--- src/rtl/rw_arb_pkg.sv ---
// Shared types and default parameters for the read/write port arbiter.
package rw_arb_pkg;

    typedef enum logic [1:0] {
        IDLE    = 2'd0,
        WRITE   = 2'd1,
        READ    = 2'd2,
        RD_WAIT = 2'd3
    } arb_state_e;

    localparam int AW_DEF        = 8;
    localparam int DW_DEF        = 16;
    localparam int RD_LAT_DEF    = 1;
    localparam int CNT_W_DEF     = 8;
    localparam int ERR_LIMIT_DEF = 14;

endpackage

--- src/rtl/rw_port_arbiter_sat_counter.sv ---
// Saturating up-counter used to tally write/read collisions.
module sat_counter #(
    parameter int WIDTH = 8
) (
    input  logic             clk,
    input  logic             rst_n,
    input  logic             inc,
    output logic [WIDTH-1:0] count
);

    logic [WIDTH-1:0] count_q;
    logic [WIDTH-1:0] count_d;

    always_comb begin
        count_d = count_q;
        if (inc && (count_q != {WIDTH{1'b1}})) begin
            count_d = count_q + 1'b1;
        end
    end

    always_ff @(posedge clk or negedge rst_n) begin
        if (!rst_n) begin
            count_q <= '0;
        end else begin
            count_q <= count_d;
        end
    end

    assign count = count_q;

endmodule

--- src/rtl/rw_port_arbiter.sv ---
// Arbitrates one writer and one reader onto a single-port memory using
// level-held req/ack handshakes, alternating priority on collisions.
module rw_port_arbiter
    import rw_arb_pkg::*;
#(
    parameter int AW        = AW_DEF,
    parameter int DW        = DW_DEF,
    parameter int RD_LAT    = RD_LAT_DEF,
    parameter int CNT_W     = CNT_W_DEF,
    parameter int ERR_LIMIT = ERR_LIMIT_DEF
) (
    input  logic             clk,
    input  logic             rst_n,
    input  logic             wr_req,
    input  logic [AW-1:0]    wr_addr,
    input  logic [DW-1:0]    wr_data,
    output logic             wr_ack,
    input  logic             rd_req,
    input  logic [AW-1:0]    rd_addr,
    output logic             rd_ack,
    output logic             rd_valid,
    output logic [DW-1:0]    rd_data,
    output logic             mem_wr_en,
    output logic             mem_rd_en,
    output logic [AW-1:0]    mem_addr,
    output logic [DW-1:0]    mem_wdata,
    input  logic [DW-1:0]    mem_rdata,
    output logic [CNT_W-1:0] conflict_cnt,
    output logic             conflict_limit
);

    localparam int          LAT_W   = 2;
    localparam logic [31:0] LIMIT32 = 32'(ERR_LIMIT);

    arb_state_e       state_q;
    logic             prio_rd_q;
    logic             prio_rd_d;
    logic [LAT_W-1:0] lat_q;
    logic             wr_ack_q;
    logic             rd_ack_q;
    logic             rd_valid_q;
    logic [DW-1:0]    rd_data_q;
    logic             mem_wr_en_q;
    logic             mem_rd_en_q;
    logic [AW-1:0]    mem_addr_q;
    logic [DW-1:0]    mem_wdata_q;
    logic             conflict_limit_q;
    logic [CNT_W-1:0] cnt;
    logic             collision;
    logic             grant_wr;

    // On a collision the side not favoured last time wins; prio_rd_q=0 means write wins next.
    assign collision = (state_q == IDLE) && wr_req && rd_req;
    assign grant_wr  = wr_req && !(rd_req && prio_rd_q);
    assign prio_rd_d = collision ? !prio_rd_q : prio_rd_q;

    sat_counter #(
        .WIDTH(CNT_W)
    ) u_conflict_cnt (
        .clk  (clk),
        .rst_n(rst_n),
        .inc  (collision),
        .count(cnt)
    );

    always_ff @(posedge clk or negedge rst_n) begin
        if (!rst_n) begin
            state_q     <= IDLE;
            prio_rd_q   <= 1'b0;
            lat_q       <= '0;
            wr_ack_q    <= 1'b0;
            rd_ack_q    <= 1'b0;
            rd_valid_q  <= 1'b0;
            rd_data_q   <= '0;
            mem_wr_en_q <= 1'b0;
            mem_rd_en_q <= 1'b0;
            mem_addr_q  <= '0;
            mem_wdata_q <= '0;
        end else begin
            wr_ack_q    <= 1'b0;
            rd_ack_q    <= 1'b0;
            rd_valid_q  <= 1'b0;
            mem_wr_en_q <= 1'b0;
            mem_rd_en_q <= 1'b0;
            prio_rd_q   <= prio_rd_d;
            case (state_q)
                IDLE: begin
                    if (grant_wr) begin
                        state_q     <= WRITE;
                        mem_wr_en_q <= 1'b1;
                        wr_ack_q    <= 1'b1;
                        mem_addr_q  <= wr_addr;
                        mem_wdata_q <= wr_data;
                    end else if (rd_req) begin
                        state_q     <= READ;
                        mem_rd_en_q <= 1'b1;
                        rd_ack_q    <= 1'b1;
                        mem_addr_q  <= rd_addr;
                    end
                end
                WRITE: begin
                    state_q <= IDLE;
                end
                READ: begin
                    state_q <= RD_WAIT;
                    lat_q   <= LAT_W'(RD_LAT - 1);
                end
                RD_WAIT: begin
                    // Last wait cycle is the one in which mem_rdata is valid.
                    if (lat_q == '0) begin
                        rd_data_q  <= mem_rdata;
                        rd_valid_q <= 1'b1;
                        state_q    <= IDLE;
                    end else begin
                        lat_q <= lat_q - 1'b1;
                    end
                end
                default: begin
                    state_q <= IDLE;
                end
            endcase
        end
    end

    always_ff @(posedge clk or negedge rst_n) begin
        if (!rst_n) begin
            conflict_limit_q <= 1'b0;
        end else begin
            conflict_limit_q <= (32'(cnt) >= LIMIT32);
        end
    end

    assign wr_ack         = wr_ack_q;
    assign rd_ack         = rd_ack_q;
    assign rd_valid       = rd_valid_q;
    assign rd_data        = rd_data_q;
    assign mem_wr_en      = mem_wr_en_q;
    assign mem_rd_en      = mem_rd_en_q;
    assign mem_addr       = mem_addr_q;
    assign mem_wdata      = mem_wdata_q;
    assign conflict_cnt   = cnt;
    assign conflict_limit = conflict_limit_q;

`ifndef SYNTHESIS
    int fail_overlap_cnt = 0;
    int fail_ack_cnt     = 0;
    int fail_bal_cnt     = 0;
    int pass_overlap_cnt = 0;
    int pass_ack_cnt     = 0;
    int pass_bal_cnt     = 0;
    int rd_ack_seen;
    int rd_valid_seen;
    int assert_fail_cnt;

    assign assert_fail_cnt = fail_overlap_cnt + fail_ack_cnt + fail_bal_cnt;

    // A pending read is dropped by reset, so the balance restarts with it.
    always_ff @(posedge clk or negedge rst_n) begin
        if (!rst_n) begin
            rd_ack_seen   <= 0;
            rd_valid_seen <= 0;
        end else begin
            rd_ack_seen   <= rd_ack_seen + 32'(rd_ack_q);
            rd_valid_seen <= rd_valid_seen + 32'(rd_valid_q);
        end
    end

    always @(posedge clk) begin
        if (rst_n) begin
            a_no_overlap: assert (!(mem_wr_en_q && mem_rd_en_q))
                pass_overlap_cnt <= pass_overlap_cnt + 1;
            else begin
                $error("%m: mem_wr_en and mem_rd_en high together");
                fail_overlap_cnt <= fail_overlap_cnt + 1;
            end
            a_ack_strobe: assert ((!wr_ack_q || mem_wr_en_q) && (!rd_ack_q || mem_rd_en_q))
                pass_ack_cnt <= pass_ack_cnt + 1;
            else begin
                $error("%m: ack without matching memory strobe");
                fail_ack_cnt <= fail_ack_cnt + 1;
            end
            a_rd_balance: assert ((state_q != IDLE) || (rd_ack_seen == rd_valid_seen + 32'(rd_valid_q)))
                pass_bal_cnt <= pass_bal_cnt + 1;
            else begin
                $error("%m: rd_valid count differs from rd_ack count while idle");
                fail_bal_cnt <= fail_bal_cnt + 1;
            end
        end
    end
`endif

endmodule
--- config.mk ---
export PLATFORM = sky130hd
export DESIGN_NAME = rw_port_arbiter
export DESIGN_NICKNAME = d
export VERILOG_FILES = /design/src/rtl/rw_arb_pkg.sv /design/src/rtl/rw_port_arbiter_sat_counter.sv /design/src/rtl/rw_port_arbiter.sv
export SDC_FILE = /design/constraint.sdc
export NUM_CORES = 1
export LEC_CHECK = 0
export ABC_AREA = 1
export CAP_MARGIN = 10
export CORE_MARGIN = 2
export CORE_UTILIZATION = 46
export CTS_CLUSTER_DIAMETER = 50
export DETAILED_ROUTE_END_ITERATION = 6
export GPL_TIMING_DRIVEN = 0
export MAX_ROUTING_LAYER = met4
export PLACE_DENSITY = 0.91
export RECOVER_POWER = 50
export SLEW_MARGIN = 20
export SYNTH_ARGS = -nofsm -noshare
export SYNTH_HDL_FRONTEND = slang
export SYNTH_HIERARCHICAL = 1
export SYNTH_SLANG_ARGS = --single-unit
--- constraint.sdc ---
create_clock -name clk -period 4.5 [get_ports clk]
set_clock_uncertainty 0.15 [all_clocks]
set_input_delay 0.9 -clock clk [delete_from_list [all_inputs] [get_ports clk]]
set_output_delay 0.9 -clock clk [all_outputs]
set_load 0.01 [all_outputs]
==> impl_metrics.prom, run 1 <==
# TYPE chip_impl_metric gauge
chip_impl_info{name="outcome",value="completed"} 1
chip_impl_metric{name="die-height",unit="um"} 78.0
chip_impl_metric{name="final_layout_size_suffix_gt1_share",unit="%"} 7.19
chip_impl_metric{name="wire_length_of_the_first_global_routing_pass",unit="um"} 10900
chip_impl_info{name="cp_slowest_cell",value="dlygate4sd3_1"} 1
chip_impl_metric{name="finalSetupViolations",unit=""} 0
chip_impl_metric{name="stdcell_area",unit="um^2"} 3820
chip_impl_metric{name="fp.coreArea",unit="um^2"} 5200
chip_impl_metric{name="synth.yosys.seq_area_share",unit="%"} 56.6
chip_impl_metric{name="pin_count",unit=""} 106
chip_impl_metric{name="die_w",unit="um"} 78.0
chip_impl_metric{name="ctsHoldBuffers",unit=""} 0
chip_impl_metric{name="path_max_fanout",unit=""} 10
chip_impl_info{name="worstPathCellList",value="dlygate4sd3_1 > clkbuf_1 > nand3_1 > inv_1 > nand2_1 > nor2_2 > nand2_1 > nor2_1 > nor2_1"} 1
chip_impl_metric{name="critical_path_arrival",unit="ns"} 2.75
chip_impl_metric{name="vias",unit=""} 2339
chip_impl_metric{name="syn_inst",unit=""} 296
chip_impl_metric{name="synth-warning-count",unit=""} 6
chip_impl_metric{name="final_min_period_over_clock_period",unit="%"} 59.6
chip_impl_metric{name="initial_utilization",unit="%"} 48.4
chip_impl_info{name="crit_type",value="in -> reg"} 1
chip_impl_metric{name="remaining_drc_errors",unit=""} 0
chip_impl_metric{name="antenna_found_initial",unit=""} 0
chip_impl_metric{name="htree_num_levels",unit=""} 3
chip_impl_info{name="cts-root-buf",value="clkbuf_8"} 1
chip_impl_metric{name="max_stage_delay",unit="ns"} 0.55
chip_impl_metric{name="post_dp_hpwl",unit="um"} 4670
chip_impl_metric{name="detailedRoute.firstPassIterationCount",unit=""} 5
chip_impl_metric{name="grt_max_degree",unit=""} 58
chip_impl_metric{name="power.static_leakage",unit="nW"} 1.88
chip_impl_metric{name="period_needed",unit="ns"} 2.68
chip_impl_metric{name="cts.sink_count",unit=""} 57
chip_impl_metric{name="power_per_cell_area",unit="nW/um^2"} 615
chip_impl_metric{name="max-slew-margin-rel",unit="%"} 53.4
chip_impl_metric{name="maxSlewViolCount",unit=""} 0
chip_impl_metric{name="number_of_synthesized_register_bits",unit=""} 57
chip_impl_info{name="cp-start-kind",value="primary input"} 1
chip_impl_info{name="end_kind",value="flop"} 1
chip_impl_metric{name="gp_routability_congestion",unit=""} 0.801
chip_impl_metric{name="routed_wire_length_per_instance",unit="um"} 13.3
chip_impl_metric{name="drt.antenna.violating_nets",unit=""} 0
chip_impl_metric{name="grt_remaining_overflow",unit=""} 0
chip_impl_metric{name="first_iter_violations",unit=""} 109
chip_impl_metric{name="syn_area",unit="um^2"} 2520
chip_impl_metric{name="port_buffers",unit=""} 105
chip_impl_metric{name="tightestPinTransition",unit="ns"} 0.699
chip_impl_metric{name="grt_pass1_vias",unit=""} 2441
chip_impl_metric{name="fillCellCount",unit=""} 396
chip_impl_metric{name="row_count",unit=""} 26
chip_impl_info{name="timing.hold.worst.class",value="reg -> reg"} 1
chip_impl_metric{name="finish.net_count",unit=""} 466
chip_impl_metric{name="insertedDiodeCount",unit=""} 0
chip_impl_metric{name="post_dp_cell_area",unit="um^2"} 3660
chip_impl_metric{name="synth.distinct_cells",unit=""} 24
chip_impl_metric{name="cts.reportedPaths.clkPinSlew",unit="ns"} 0.07
chip_impl_metric{name="timing_hold_violations_final",unit=""} 0
chip_impl_metric{name="finalWirelength",unit="um"} 6490
chip_impl_metric{name="clk-insertion-delay-late",unit="ns"} 0.32
chip_impl_metric{name="ir_worst_vdd",unit="V"} 0.000389
chip_impl_metric{name="globalRouteTotalUtil",unit="%"} 23.4
chip_impl_metric{name="design_power_total",unit="mW"} 2.35
chip_impl_metric{name="area_delta_synth_final",unit="%"} 51.6
chip_impl_metric{name="cts_made_buffers",unit=""} 9
chip_impl_info{name="cts_tree",value="built"} 1
chip_impl_metric{name="cts_setup_buffers",unit=""} 0
chip_impl_metric{name="cts-resized-gates",unit=""} 0
chip_impl_metric{name="fin_tns_setup",unit="ns"} 0
chip_impl_metric{name="vias_per_cell",unit=""} 4.80
chip_impl_metric{name="design.die.area",unit="um^2"} 6090
chip_impl_metric{name="cap_violations",unit=""} 0
chip_impl_metric{name="mappedNetlistNets",unit=""} 350
chip_impl_metric{name="utilization",unit="%"} 73.4
chip_impl_metric{name="max-clock-path-buffers",unit=""} 2
chip_impl_metric{name="data_required_time_at_the_worst_endpoint",unit="ns"} 4.56
chip_impl_metric{name="whs",unit="ns"} 0.327
chip_impl_info{name="grt_setup_unrepaired",value="no"} 1
chip_impl_metric{name="max_fclk",unit="MHz"} 373
chip_impl_metric{name="post_synth.cell_area_avg",unit="um^2"} 8.51
cell families (layout without fill, tap and decap cells):
kind of cell	count (synthesis)	in the layout	synth area share, %
AO/OA/AOI/OAI	5	5	1.19
XOR/XNOR	3	3	1.04
adder cells (fa/ha/maj)	2	2	0.993
buffers and inverters	22	143	4.82
flip-flops	57	57	56.6
AND/OR/NAND/NOR	207	207	35.4
cell usage after synthesis, drive strengths merged:
library cell / instances / share of area [%]
a21oi: 1 / 0.20
xnor2: 1 / 0.35
buf: 9 / 2.7
nor2: 13 / 2.9
dfrtp: 57 / 57
o21ai: 2 / 0.40
ha: 2 / 0.99
nand2: 168 / 26
o31ai: 2 / 0.60
inv: 13 / 2.1
xor2: 2 / 0.70
nor3b: 1 / 0.30
nand3: 24 / 5.8
nor3: 1 / 0.20
placed cells by master (no fill, tap or decap):
master,count
nand2_1,165
clkdlybuf4s50_1,102
dfrtp_1,57
nand3_1,24
clkbuf_8,12
inv_1,11
nor2_1,9
clkbuf_1,5
nor2_4,3
buf_2,3
buf_4,3
inv_4,2
o21ai_0,2
xor2_1,2
o31ai_1,2
ha_1,2
dlygate4sd3_1,2
buf_6,1
bufinv_16,1
clkinv_2,1
nand2_2,1
nand2_4,1
nand2_8,1
nor2_2,1
a21oi_1,1
xnor2_1,1
nor3_1,1
nor3b_1,1
worst max-delay path: cells and delay by family:
family | cells | cell delay, ns
buffers and inverters | 3 | 1.13
and+or+nand+nor | 6 | 0.71
per-stage QoR:
step | cells | setup WS, ns
6_report | 487 | 1.82
5_1_grt | 487 | 1.65
4_1_cts | 487 | 2.05
3_5_place_dp | 471 | 1.77
3_3_place_gp | 471 | 0.720
2_1_floorplan | 296 | 2.51
area by class of cell:
cell class | instances | area (um^2) | area share, %
Sequential cell | 57 | 1430 | 37.3
Timing Repair Buffer | 105 | 1050 | 27.4
Multi-Input combinational cell | 217 | 945 | 24.7
Clock buffer | 14 | 173 | 4.52
Tap cell | 70 | 87.6 | 2.29
Inverter | 13 | 53.8 | 1.41
Buffer | 9 | 52.6 | 1.38
Clock inverter | 2 | 35.0 | 0.917
path summary, 6_finish.rpt:
| path | startpoint | end | slack (ns) | cells after the start |
|---|---|---|---|---|
| setup / recovery | wr_req | u_conflict_cnt/count[3] | 1.82 | 9 |
| hold / removal | rd_data[15] | rd_data[15] | 0.33 | 2 |
| setup reg to reg | lat_q[0] | rd_data[12] | 2.52 | 7 |
| hold reg to reg | rd_data[15] | rd_data[15] | 0.33 | 2 |
| max in group asynchronous | rst_n | mem_wdata[2] | 3.25 | 1 |
| min in group asynchronous | rst_n | rd_data[3] | 0.48 | 1 |
flip-flops by register name (all words and copies together) (netlist names):
signal / cells
mem_wdata: 16
rd_data: 16
mem_addr: 8
u_conflict_cnt/count: 8
lat_q: 2
state_q: 2
conflict_limit: 1
mem_rd_en: 1
mem_wr_en: 1
prio_rd_q: 1
rd_valid: 1
power breakdown:
group | total (mW) | switching [mW] | internal, mW
combinational | 0.994 | 0.473 | 0.522
clock | 0.491 | 0.190 | 0.301
sequential | 0.863 | 0.140 | 0.723
per-layer routing:
layer	track usage, %	vias to the layer above	share of wire [%]
li1	-	1147	-
met1	27.1	1090	42
met2	38.1	84	49
met3	4.94	18	5.9
met4	13.0	0	2.9
met5	-	-	0
No activity file was read; power rests on OpenSTA's default activity.
==> run 2: changes to the inputs <==
--- a/config.mk
+++ b/config.mk
@@ -8,12 +8,12 @@
 export ABC_AREA = 1
 export CAP_MARGIN = 10
 export CORE_MARGIN = 2
-export CORE_UTILIZATION = 46
+export CORE_UTILIZATION = 38
 export CTS_CLUSTER_DIAMETER = 50
 export DETAILED_ROUTE_END_ITERATION = 6
 export GPL_TIMING_DRIVEN = 0
 export MAX_ROUTING_LAYER = met4
-export PLACE_DENSITY = 0.91
+export PLACE_DENSITY = 0.81
 export RECOVER_POWER = 50
 export SLEW_MARGIN = 20
 export SYNTH_ARGS = -nofsm -noshare
==> constraint.sdc (replaced) <==
create_clock -name clk -period 2.2 [get_ports clk]
set_clock_uncertainty 0.15 [all_clocks]
set_input_delay 0.44 -clock clk [delete_from_list [all_inputs] [get_ports clk]]
set_output_delay 0.44 -clock clk [all_outputs]
set_load 0.01 [all_outputs]
==> impl_metrics.prom, run 2 (synthesis results as in run 1) <==
# TYPE chip_impl_metric gauge
chip_impl_info{name="outcome",value="completed"} 1
chip_impl_metric{name="stdcell_area",unit="um^2"} 3810
chip_impl_metric{name="share_clk_of_total_power",unit="%"} 18.7
chip_impl_info{name="timing.hold.worst.class",value="in -> async"} 1
chip_impl_metric{name="insertedDiodeCount",unit=""} 0
chip_impl_metric{name="power.sequential.fraction",unit="%"} 37.8
chip_impl_info{name="terminus_of_the_critical_flop_to_flop_path",value="rd_data[14]"} 1
chip_impl_metric{name="finish.net_count",unit=""} 466
chip_impl_metric{name="pwr-share-comb",unit="%"} 43.5
chip_impl_metric{name="use_met2",unit="%"} 28.7
chip_impl_info{name="cts-root-buf",value="clkbuf_8"} 1
chip_impl_metric{name="multiInputGateArea",unit="um^2"} 945
chip_impl_metric{name="fillCellCount",unit=""} 554
chip_impl_metric{name="fin_tns_setup",unit="ns"} 0
chip_impl_metric{name="vias",unit=""} 2250
chip_impl_metric{name="power.share.switching",unit="%"} 34.7
chip_impl_metric{name="ctsHoldBuffers",unit=""} 0
chip_impl_metric{name="area_delta_synth_final",unit="%"} 51.3
chip_impl_metric{name="power.net_switching",unit="mW"} 1.62
chip_impl_metric{name="die-height",unit="um"} 85.4
chip_impl_metric{name="first_iter_violations",unit=""} 84
chip_impl_metric{name="cts.sink_count",unit=""} 57
chip_impl_metric{name="max_stage_delay",unit="ns"} 0.58
chip_impl_info{name="end_kind",value="primary output"} 1
chip_impl_metric{name="data_required_time_at_the_worst_endpoint",unit="ns"} 1.61
chip_impl_metric{name="cts-resized-gates",unit=""} 0
chip_impl_metric{name="placed_cells",unit=""} 478
chip_impl_metric{name="timing_hold_violations_final",unit=""} 0
chip_impl_metric{name="initial_utilization",unit="%"} 39.5
chip_impl_metric{name="whs",unit="ns"} 0.281
chip_impl_metric{name="row_count",unit=""} 29
chip_impl_metric{name="ir_worst_vdd",unit="V"} 0.000652
chip_impl_metric{name="drt.antenna.violating_nets",unit=""} 0
chip_impl_info{name="grt_setup_unrepaired",value="no"} 1
chip_impl_metric{name="remaining_drc_errors",unit=""} 0
chip_impl_metric{name="power_per_cell_area",unit="nW/um^2"} 1220
chip_impl_metric{name="final_min_period_over_clock_period",unit="%"} 89.3
chip_impl_metric{name="grt_pass1_vias",unit=""} 2266
chip_impl_metric{name="vias_per_cell",unit=""} 4.56
chip_impl_metric{name="regArea",unit="um^2"} 1430
chip_impl_metric{name="htree_num_levels",unit=""} 3
chip_impl_metric{name="grt_max_degree",unit=""} 58
chip_impl_info{name="cts_tree",value="built"} 1
chip_impl_metric{name="antenna_found_initial",unit=""} 0
chip_impl_metric{name="die_w",unit="um"} 85.4
chip_impl_metric{name="detailedRoute.firstPassIterationCount",unit=""} 4
chip_impl_metric{name="pin_count",unit=""} 106
chip_impl_metric{name="cts_setup_buffers",unit=""} 0
chip_impl_metric{name="finalSetupViolations",unit=""} 0
chip_impl_info{name="mostFrequentLayoutCell",value="nand2_1"} 1
chip_impl_info{name="grt.busiest_layer",value="met2"} 1
chip_impl_metric{name="clk-insertion-delay-late",unit="ns"} 0.31
chip_impl_metric{name="cts_made_buffers",unit=""} 9
chip_impl_metric{name="globalRouteTotalUtil",unit="%"} 18.0
chip_impl_metric{name="post_dp_cell_area",unit="um^2"} 3660
chip_impl_metric{name="setup.reg_to_reg.worst_slack",unit="ns"} 0.44
chip_impl_metric{name="internal-power",unit="mW"} 3.04
chip_impl_metric{name="period_needed",unit="ns"} 1.96
chip_impl_info{name="worstPathCellList",value="clkdlybuf4s50_1"} 1
chip_impl_metric{name="final_layout_size_suffix_gt1_share",unit="%"} 8.17
chip_impl_metric{name="max_fclk",unit="MHz"} 509
chip_impl_metric{name="finalWirelength",unit="um"} 6160
chip_impl_info{name="cp_slowest_cell",value="clkdlybuf4s50_1"} 1
chip_impl_metric{name="routed_wire_length_per_instance",unit="um"} 12.5
chip_impl_metric{name="critical_path_arrival",unit="ns"} 1.37
chip_impl_metric{name="gp_routability_congestion",unit=""} 0.797
chip_impl_metric{name="design.die.area",unit="um^2"} 7300
chip_impl_info{name="final_cell_mix",value="nand2_1, clkdlybuf4s50_1, dfrtp_1, nand3_1, clkbuf_8"} 1
chip_impl_info{name="regToRegStartpoint",value="lat_q[0]"} 1
chip_impl_metric{name="grt_remaining_overflow",unit=""} 0
chip_impl_metric{name="maxSlewViolCount",unit=""} 0
chip_impl_metric{name="worst-r2r-cell-count",unit=""} 7
chip_impl_metric{name="final_cell_count_no_fill",unit=""} 493
chip_impl_metric{name="power.static_leakage",unit="nW"} 1.88
chip_impl_metric{name="global_route.usage.met1",unit="%"} 21.7
chip_impl_metric{name="tightestPinTransition",unit="ns"} 1.36
chip_impl_metric{name="port_buffers",unit=""} 105
chip_impl_metric{name="cp_num_buf_inv",unit=""} 1
chip_impl_metric{name="wire_length_of_the_first_global_routing_pass",unit="um"} 10200
chip_impl_metric{name="cap_violations",unit=""} 0
chip_impl_metric{name="cts.reportedPaths.clkPinSlew",unit="ns"} 0.06
chip_impl_metric{name="post_dp_hpwl",unit="um"} 4580
chip_impl_metric{name="max-slew-margin-rel",unit="%"} 9.31
chip_impl_metric{name="utilization",unit="%"} 59.7
chip_impl_metric{name="path_max_fanout",unit=""} 7
chip_impl_metric{name="fp.coreArea",unit="um^2"} 6390
chip_impl_metric{name="met3_usage",unit="%"} 4.77
chip_impl_metric{name="max-clock-path-buffers",unit=""} 2
chip_impl_info{name="crit_type",value="reg -> out"} 1
chip_impl_info{name="cp-start-kind",value="flop"} 1
chip_impl_info{name="cpLargestDelayFamily",value="buffers and inverters"} 1
run 2: cell count changes in the layout (fill, tap and decap cells not counted):
cell and change:
clkbuf_1 -5, clkbuf_2 +2, clkinv_2 +2, buf_6 +1
dlygate4sd3_1 -2, bufinv_16 -1, clkdlybuf4s50_1 +2
run 2: how the worst max path moves through the flow:
stage                     cells after the start                    start                       to  slack (ns)
after floorplan                               8               state_q[1]  u_conflict_cnt/count[7]        0.65
after global placement                        1                    rst_n  u_conflict_cnt/count[0]       -1.22
after detailed placement                      9                   wr_req  u_conflict_cnt/count[7]       -0.07
after CTS                                     1  u_conflict_cnt/count[2]          conflict_cnt[2]        0.22
after global routing                          6                   rd_req              mem_addr[4]        0.12
final                                         1  u_conflict_cnt/count[5]          conflict_cnt[5]        0.24
run 2: metrics by stage:
step                power [mW]  worst slack [ns]
floorplan                 2.70             0.650
global placement          3.79             -1.22
detailed placement        3.87           -0.0680
CTS                       4.77             0.217
global route              5.02             0.117
finish                    4.66             0.236
run 2: final cells by class:
type | count | area share, %
repair buffers | 105 | 27.4
well taps | 77 | 2.53
clock buffers | 12 | 4.33
flip-flops and latches | 57 | 37.4
multi-input cells | 217 | 24.8
clock inverters | 3 | 0.394
inverters | 13 | 1.41
plain buffers | 9 | 1.71
run 2: routing by layer:
layer | wire length, um | part of all wire, %
met1 | 2630 | 43
met2 | 3010 | 49
met3 | 404 | 6.6
met4 | 113 | 1.8
met5 | 0 | 0
run 2: power groups by stage:
stage | combinational (mW) | sequential [mW] | clock, mW
after global placement | 2.03 | 1.76 | 0
after CTS | 2.09 | 1.78 | 0.900
after floorplan | 0.753 | 1.95 | 0
after global routing | 2.25 | 1.82 | 0.949
final | 2.03 | 1.76 | 0.870
after detailed placement | 2.08 | 1.79 | 0
